$ cat src/rtl/regfile_wb_arbiter.sv
// Writeback arbiter for the RegFile write port.
// Round-robin grant between ALU and load requesters, plus a per-register busy scoreboard.
module regfile_wb_arbiter #(
  parameter int ADDR_W = 5,
  parameter int DATA_W = 32,
  parameter int NREG   = 2**ADDR_W
) (
  input  logic              clk,
  input  logic              rst_n,
  input  logic              req0_valid,
  input  logic [ADDR_W-1:0] req0_addr,
  input  logic [DATA_W-1:0] req0_data,
  output logic              req0_ready,
  input  logic              req1_valid,
  input  logic [ADDR_W-1:0] req1_addr,
  input  logic [DATA_W-1:0] req1_data,
  output logic              req1_ready,
  input  logic              claim_valid,
  input  logic [ADDR_W-1:0] claim_addr,
  output logic [NREG-1:0]   busy_vec,
  output logic [ADDR_W-1:0] WriteReg,
  output logic [DATA_W-1:0] WD,
  output logic              RorW
);

  logic              ptr;
  logic              xfer0_p0;
  logic              xfer1_p0;
  logic              vld_p0;
  logic [ADDR_W-1:0] addr_p0;
  logic [DATA_W-1:0] data_p0;
  logic [NREG-1:0]   busy_nxt;

  // Stage p0: grant and select; the two grants are mutually exclusive by construction.
  assign req0_ready = !req1_valid || !ptr;
  assign req1_ready = !req0_valid || ptr;
  assign xfer0_p0   = req0_valid && req0_ready;
  assign xfer1_p0   = req1_valid && req1_ready;
  assign addr_p0    = xfer1_p0 ? req1_addr : req0_addr;
  assign data_p0    = xfer1_p0 ? req1_data : req0_data;
  assign vld_p0     = (xfer0_p0 || xfer1_p0) && (addr_p0 != '0);

  always_comb begin
    busy_nxt = busy_vec;
    if (RorW)
      busy_nxt[WriteReg] = 1'b0;
    if (claim_valid && (claim_addr != '0))
      busy_nxt[claim_addr] = 1'b1;
    busy_nxt[0] = 1'b0;
  end

  // Stage p1: registered RegFile write port, round-robin pointer and scoreboard.
  always_ff @(posedge clk or negedge rst_n) begin
    if (!rst_n) begin
      ptr      <= 1'b0;
      RorW     <= 1'b0;
      WriteReg <= '0;
      WD       <= '0;
      busy_vec <= '0;
    end else begin
      if (req0_valid && req1_valid)
        ptr <= !ptr;
      RorW <= vld_p0;
      if (vld_p0) begin
        WriteReg <= addr_p0;
        WD       <= data_p0;
      end
      busy_vec <= busy_nxt;
    end
  end

endmodule

$ cat config.mk
export PLATFORM = sky130hd
export DESIGN_NAME = regfile_wb_arbiter
export DESIGN_NICKNAME = d
export VERILOG_FILES = /design/src/rtl/regfile_wb_arbiter.sv
export SDC_FILE = /design/constraint.sdc
export NUM_CORES = 1
export LEC_CHECK = 0
export CORE_UTILIZATION = 60
export DETAILED_ROUTE_END_ITERATION = 6
export DONT_BUFFER_PORTS = 1
export PLACE_DENSITY = 0.76
export SYNTH_ARGS = -nofsm -noshare
export SYNTH_HDL_FRONTEND = slang
export SYNTH_SLANG_ARGS = --single-unit
$ cat constraint.sdc
create_clock -name clk -period 2.2 [get_ports clk]
set_input_delay 0.11 -clock clk [delete_from_list [all_inputs] [get_ports clk]]
set_output_delay 0.11 -clock clk [all_outputs]
set_load 0.01 [all_outputs]
==> flow_metrics.env, run 1 <==
export IMPL_ys_ff_latch=70
export IMPL_hold_path_class="in -> reg"
export IMPL_cts_tree="built"
export IMPL_fin_ws_ps=130
export IMPL_synth_top_family_by_area="multiplexers"
export IMPL_power_frac_clock=0.222
export IMPL_numCtsBuffers=9
export IMPL_end_kind="flop"
export IMPL_setup_viol=0
export IMPL_routabilityCongestion=0.824
export IMPL_cts_resized_gates=0
export IMPL_hold_depth=2
export IMPL_grt_max_degree=71
export IMPL_area_growth_pct=11.7
export IMPL_p_switching_uw=1660
export IMPL_antenna_found_initial=0
export IMPL_vias=2367
export IMPL_hold_viol_final=0
export IMPL_synth_simple_area_share=0.0801
export IMPL_grt_pass1_vias=2405
export IMPL_r2r_end="WriteReg[4]"
export IMPL_worstHoldEndpoint="busy_vec[22]"
export IMPL_mostFrequentLayoutCells="dfrtp_1, o21ai_0, mux2_2"
export IMPL_synth_compound_area_frac=0.127
export IMPL_dieArea_um2=6060
export IMPL_drv_slew=0
export IMPL_utilization=0.696
export IMPL_rsz0062_at_grt="false"
export IMPL_synth_cells=278
export IMPL_fmax_ghz=0.483
export IMPL_routedWlPerCell_um=20.4
export IMPL_hold_buffers=14
export IMPL_p_int_uw=2950
export IMPL_met1_usage=0.318
export IMPL_yosysUniqueCellTypes=32
export IMPL_path_max_fanout=9
export IMPL_drc=0
export IMPL_dr_first_iter_drc_count=143
export IMPL_die_x_um=77.9
export IMPL_fin_crit_sh=0.941
export IMPL_ys_top_cells_by_area="dfrtp_1, mux2_2, mux2_4"
export IMPL_critical_path_class="reg -> reg"
export IMPL_worstHoldStart="claim_addr[4]"
export IMPL_grt_busiest_layer="met2"
export IMPL_tns_ps=0
export IMPL_routed_via_density=6.35
export IMPL_p_sw_frac=0.360
export IMPL_fp_row_count=27
export IMPL_io_pin_count=156
export IMPL_p_comb_frac=0.248
export IMPL_status="complete, no violations"
export IMPL_postCtsSetupRepairBufs=0
export IMPL_synth_seq_area_share=0.507
export IMPL_grt_pass1_wl_um=12000
export IMPL_layout_commonest_cell="dfrtp_1"
export IMPL_ys_warn_count=0
export IMPL_numPortBuffers=0
export IMPL_synth_avg_cell_area_um2=12.4
export IMPL_die_height_um=77.9
export IMPL_clk_pin_slew_worst_paths_ps=80
export IMPL_reg2reg_depth=5
export IMPL_met2_usage=0.421
export IMPL_use_met3=0.0812
export IMPL_dp_slack_ps=380
export IMPL_initial_core_util=0.623
export IMPL_cts_max_level=3
export IMPL_post_route_cells_drive_above_1_share=0.322
export IMPL_cp_arrival_ps=2350
export IMPL_critPathRequiredTime_ps=2480
export IMPL_leakage_uw=0.00159
export IMPL_grt_total_usage=0.262
export IMPL_start_kind="flop"
export IMPL_overflow=0
export IMPL_clock_path_buffers=2
export IMPL_synth_area_mux_share=0.258
export IMPL_skew_ps=10.6
export IMPL_insertion_delay_ps=350
export IMPL_fin_nets=380
export IMPL_cts_sinks=70
export IMPL_max_cap_violations=0
export IMPL_synth_xor_area_share=0.00254
export IMPL_syn_cell_area_um2=3450
export IMPL_reg2reg_from="ptr"
export IMPL_worst_ir_drop_vdd_mv=0.544
export IMPL_seqPwrFrac=0.530
export IMPL_cts_root_buf="clkbuf_8"
export IMPL_wirelength_um=7620
export IMPL_ff2ff_setup_slack_ps=130
export IMPL_dp_hpwl_um=5180
export IMPL_ant_nets=0
export IMPL_min_period_ps=2070
export IMPL_antenna_cells=0
export IMPL_cellPowerDensity_nw_per_um2=1200
export IMPL_coreArea_um2=5540
export IMPL_yosysTopAreaCell="dfrtp_1"
export IMPL_synth_fa_ha_area_frac=0
export IMPL_synth_nets=362
export IMPL_dr_pass1_iters=4
export IMPL_synth_top_area_frac=0.507
## final cells by class
class	count	area (um2)
multi-input combinational	196	1620
sequential	70	1750
inverter	3	11.3
clock buffer	10	128
tap	72	90.1
clock inverter	6	62.6
timing repair buffer	16	198
fill	420	1680
## state kept, by name (all words and copies together), names as in the netlist
register,flops
WD,32
busy_vec,31
WriteReg,5
RorW,1
ptr,1
## routing by layer
layer / vias to the layer above / share of wire
met4: 0 / 0.025
met1: 1159 / 0.39
met2: 134 / 0.49
li1: 1057 / -
met5: - / 0
met3: 17 / 0.092
## metrics by stage
stage	total power [uW]	area, um2	hold slack, ps	std cells
3_3_place_gp	3490	3510	-184	343
5_1_grt	4880	3860	27.7	373
3_5_place_dp	3550	3510	-184	343
6_report	4620	3860	9.72	373
2_1_floorplan	3270	3450	-186	278
4_1_cts	4630	3860	3.94	373
## Yosys cell counts (all sizes together)
cell	n
dfrtp	70
mux2	68
o21ai	66
nand3	10
nand2	9
buf	8
nor2	8
nand3b	7
o22ai	5
nor3	4
inv	3
o32ai	3
or3b	3
mux2i	2
or3	2
a21bo	1
a31o	1
a32oi	1
and2	1
clkbuf	1
conb	1
nand2b	1
nor3b	1
o2bb2ai	1
xnor2	1
## worst max-delay path by stage
stage                        endpoint  from  depth (start not counted)
after CTS                 WriteReg[4]   ptr                          5
after floorplan                WD[23]   ptr                          5
after global placement         WD[31]   ptr                          5
after detailed placement        WD[2]   ptr                          5
after global routing      WriteReg[4]   ptr                          5
final                     WriteReg[4]   ptr                          5
## power groups by stage
stage          clock network (uW)  logic, uW  registers (uW)
2_1_floorplan                   0        933            2330
3_3_place_gp                    0       1030            2460
3_5_place_dp                    0       1080            2470
4_1_cts                      1020       1150            2450
5_1_grt                      1080       1290            2510
6_report                     1020       1140            2450
## critical path, stage by stage, from the launching register on
cell and delay, ps:
dfrtp_1 420, nand2b_2 270, nand2_4 190, mux2_2 360
o32ai_1 200, dlygate4sd3_1 580
## kinds of logic (layout without fill, tap and decap cells)
group,count (synthesis),count (layout)
compound gates,78,78
xor+xnor,1,1
buf+inv,12,35
flops,70,70
mux,70,70
other cells,1,1
simple gates,46,46
Note: power is estimated with default switching activity, not from simulation.
==> inputs of run 2 (changes only) <==
CORE_UTILIZATION = 57   (was 60)
PLACE_DENSITY = 0.75   (was 0.76)
REMOVE_ABC_BUFFERS = 1   (was not set)
clock period = 1.65 ns   (was 2.2 ns; I/O delays follow)
==> flow_metrics.env, run 2 (synthesized netlist as in run 1, its figures left out) <==
export IMPL_layout_commonest_cell="dfrtp_1"
export IMPL_status="finished, violations left"
export IMPL_path_max_fanout=13
export IMPL_fin_crit_sh=0.981
export IMPL_routabilityCongestion=0.829
export IMPL_leakage_uw=0.00168
export IMPL_ff2ff_setup_slack_ps=30
export IMPL_routedWlPerCell_um=22.5
export IMPL_antenna_found_initial=0
export IMPL_cp_top_family="multiplexers"
export IMPL_wirelength_um=8710
export IMPL_insertion_delay_ps=330
export IMPL_max_cap_violations=0
export IMPL_die_x_um=79.8
export IMPL_cts_max_level=3
export IMPL_fin_ws_ps=30.8
export IMPL_critPathRequiredTime_ps=1870
export IMPL_holdWs_ps=-566
export IMPL_dp_hpwl_um=5830
export IMPL_grt_pass1_vias=2493
export IMPL_end_kind="flop"
export IMPL_dr_first_iter_drc_count=176
export IMPL_routed_via_density=6.48
export IMPL_antenna_cells=0
export IMPL_fin_nets=395
export IMPL_slowest_delay_ps=400
export IMPL_grt_pass1_wl_um=12700
export IMPL_cpMaxStageDelayCell="dfrtp_1"
export IMPL_numPortBuffers=0
export IMPL_violations="negative hold slack"
export IMPL_drv_slew=0
export IMPL_area_growth_pct=16.3
export IMPL_ant_nets=0
export IMPL_crit_chain="nand2b_4, nand2_4, clkbuf_16, mux2_2, mux2_4"
export IMPL_postCtsSetupRepairBufs=0
export IMPL_start_kind="flop"
export IMPL_die_height_um=79.8
export IMPL_cts_root_buf="clkbuf_8"
export IMPL_grt_total_usage=0.268
export IMPL_regMostFlops="WD"
export IMPL_overflow=0
export IMPL_io_pin_count=156
export IMPL_grt_max_degree=71
export IMPL_design_area_um2=4020
export IMPL_hold_buffers=17
export IMPL_dieArea_um2=6370
export IMPL_final_cells=388
export IMPL_clk_pin_slew_worst_paths_ps=80
export IMPL_largest_reg_flops=32
export IMPL_fillers=413
export IMPL_fmax_ghz=0.618
export IMPL_fp_row_count=27
export IMPL_dp_slack_ps=1.10
export IMPL_dr_pass1_iters=4
export IMPL_cts_sinks=70
export IMPL_initial_core_util=0.608
export IMPL_setup_viol=0
export IMPL_min_period_ps=1620
export IMPL_cellPowerDensity_nw_per_um2=1590
export IMPL_placed_cell_area_um2=3590
export IMPL_mostFrequentLayoutCells="dfrtp_1, o21ai_0, mux2_2"
export IMPL_tns_ps=0
export IMPL_drc=0
export IMPL_post_route_cells_drive_above_1_share=0.342
export IMPL_critical_path_class="reg -> reg"
export IMPL_reg_top3="WD (32), busy_vec (31), WriteReg (5)"
export IMPL_hold_viol_final=70
export IMPL_cts_tree="built"
export IMPL_numCtsBuffers=9
export IMPL_hold_path_class="in -> async"
export IMPL_dpl_cell_count=353
export IMPL_vias=2514
export IMPL_cp_arrival_ps=1840
export IMPL_skew_ps=9.72
export IMPL_coreArea_um2=5680
export IMPL_crit_buf_inv=1
export IMPL_worst_ir_drop_vdd_mv=0.757
export IMPL_clock_path_buffers=2
## run 2: changes by cell type in the layout (fill, tap and decap cells not counted)
cell           previous run  this run
clkinv_4                  2         0
buf_16                    1         0
clkbuf_16                 0         2
mux2_2                   40        39
buf_4                     0        10
nand2b_2                  1         0
dlygate4sd3_1            13        17
nand2b_4                  0         1
mux2_4                   28        29
clkbuf_8                  9        11
## run 2: layer usage
metal,share of wire,track usage
met1,0.40,0.317
met2,0.51,0.452
met3,0.079,0.0754
met4,0.013,0.121
met5,0,0
## run 2: path summary, 6_finish.rpt
check,endpoint,from,depth (start not counted)
min in group clk,busy_vec[24],claim_addr[2],2
setup / recovery,WD[21],ptr,5
max in group asynchronous,WriteReg[3],rst_n,0
hold / removal,busy_vec[2],rst_n,0
hold reg to reg,WD[2],WD[2],1
setup reg to reg,WD[21],ptr,5
## run 2: worst reg2reg max path: stages (launching register included)
cell and delay (ps):
dfrtp_1 400, nand2b_4 160, nand2_4 150, clkbuf_16 210
mux2_2 350, mux2_4 260
## run 2: stage by stage
| step | total power [uW] | util |
|---|---|---|
| after floorplan | 4310 | - |
| after global placement | 4780 | 0.632 |
| after detailed placement | 4880 | 0.632 |
| after CTS | 6300 | 0.698 |
| after global routing | 6710 | 0.707 |
| final | 6370 | 0.707 |
## run 2: timing repair
item	4_1_cts	5_1_grt
setup endpoints to repair	1	27
cloned	0	2
resized for setup	1	1
pin swaps	0	1
hold endpoints to repair	99	70
## run 2: report_power, final
part           switching (uW)  total (uW)  internal (uW)  leakage (uW)
registers                 864        3270           2400      0.000800
logic                     766        1720            950      0.000774
clock network             618        1390            774      0.000106
total                    2250        6370           4130       0.00168
## run 2: area by class of cell
class / instances / area, um2 / area share
Clock buffer: 12 / 155 / 0.0386
Clock inverter: 4 / 45.0 / 0.0112
Inverter: 3 / 11.3 / 0.00280
Multi-Input combinational cell: 196 / 1630 / 0.405
Sequential cell: 70 / 1750 / 0.436
Tap cell: 72 / 90.1 / 0.0224
Timing Repair Buffer: 31 / 335 / 0.0835
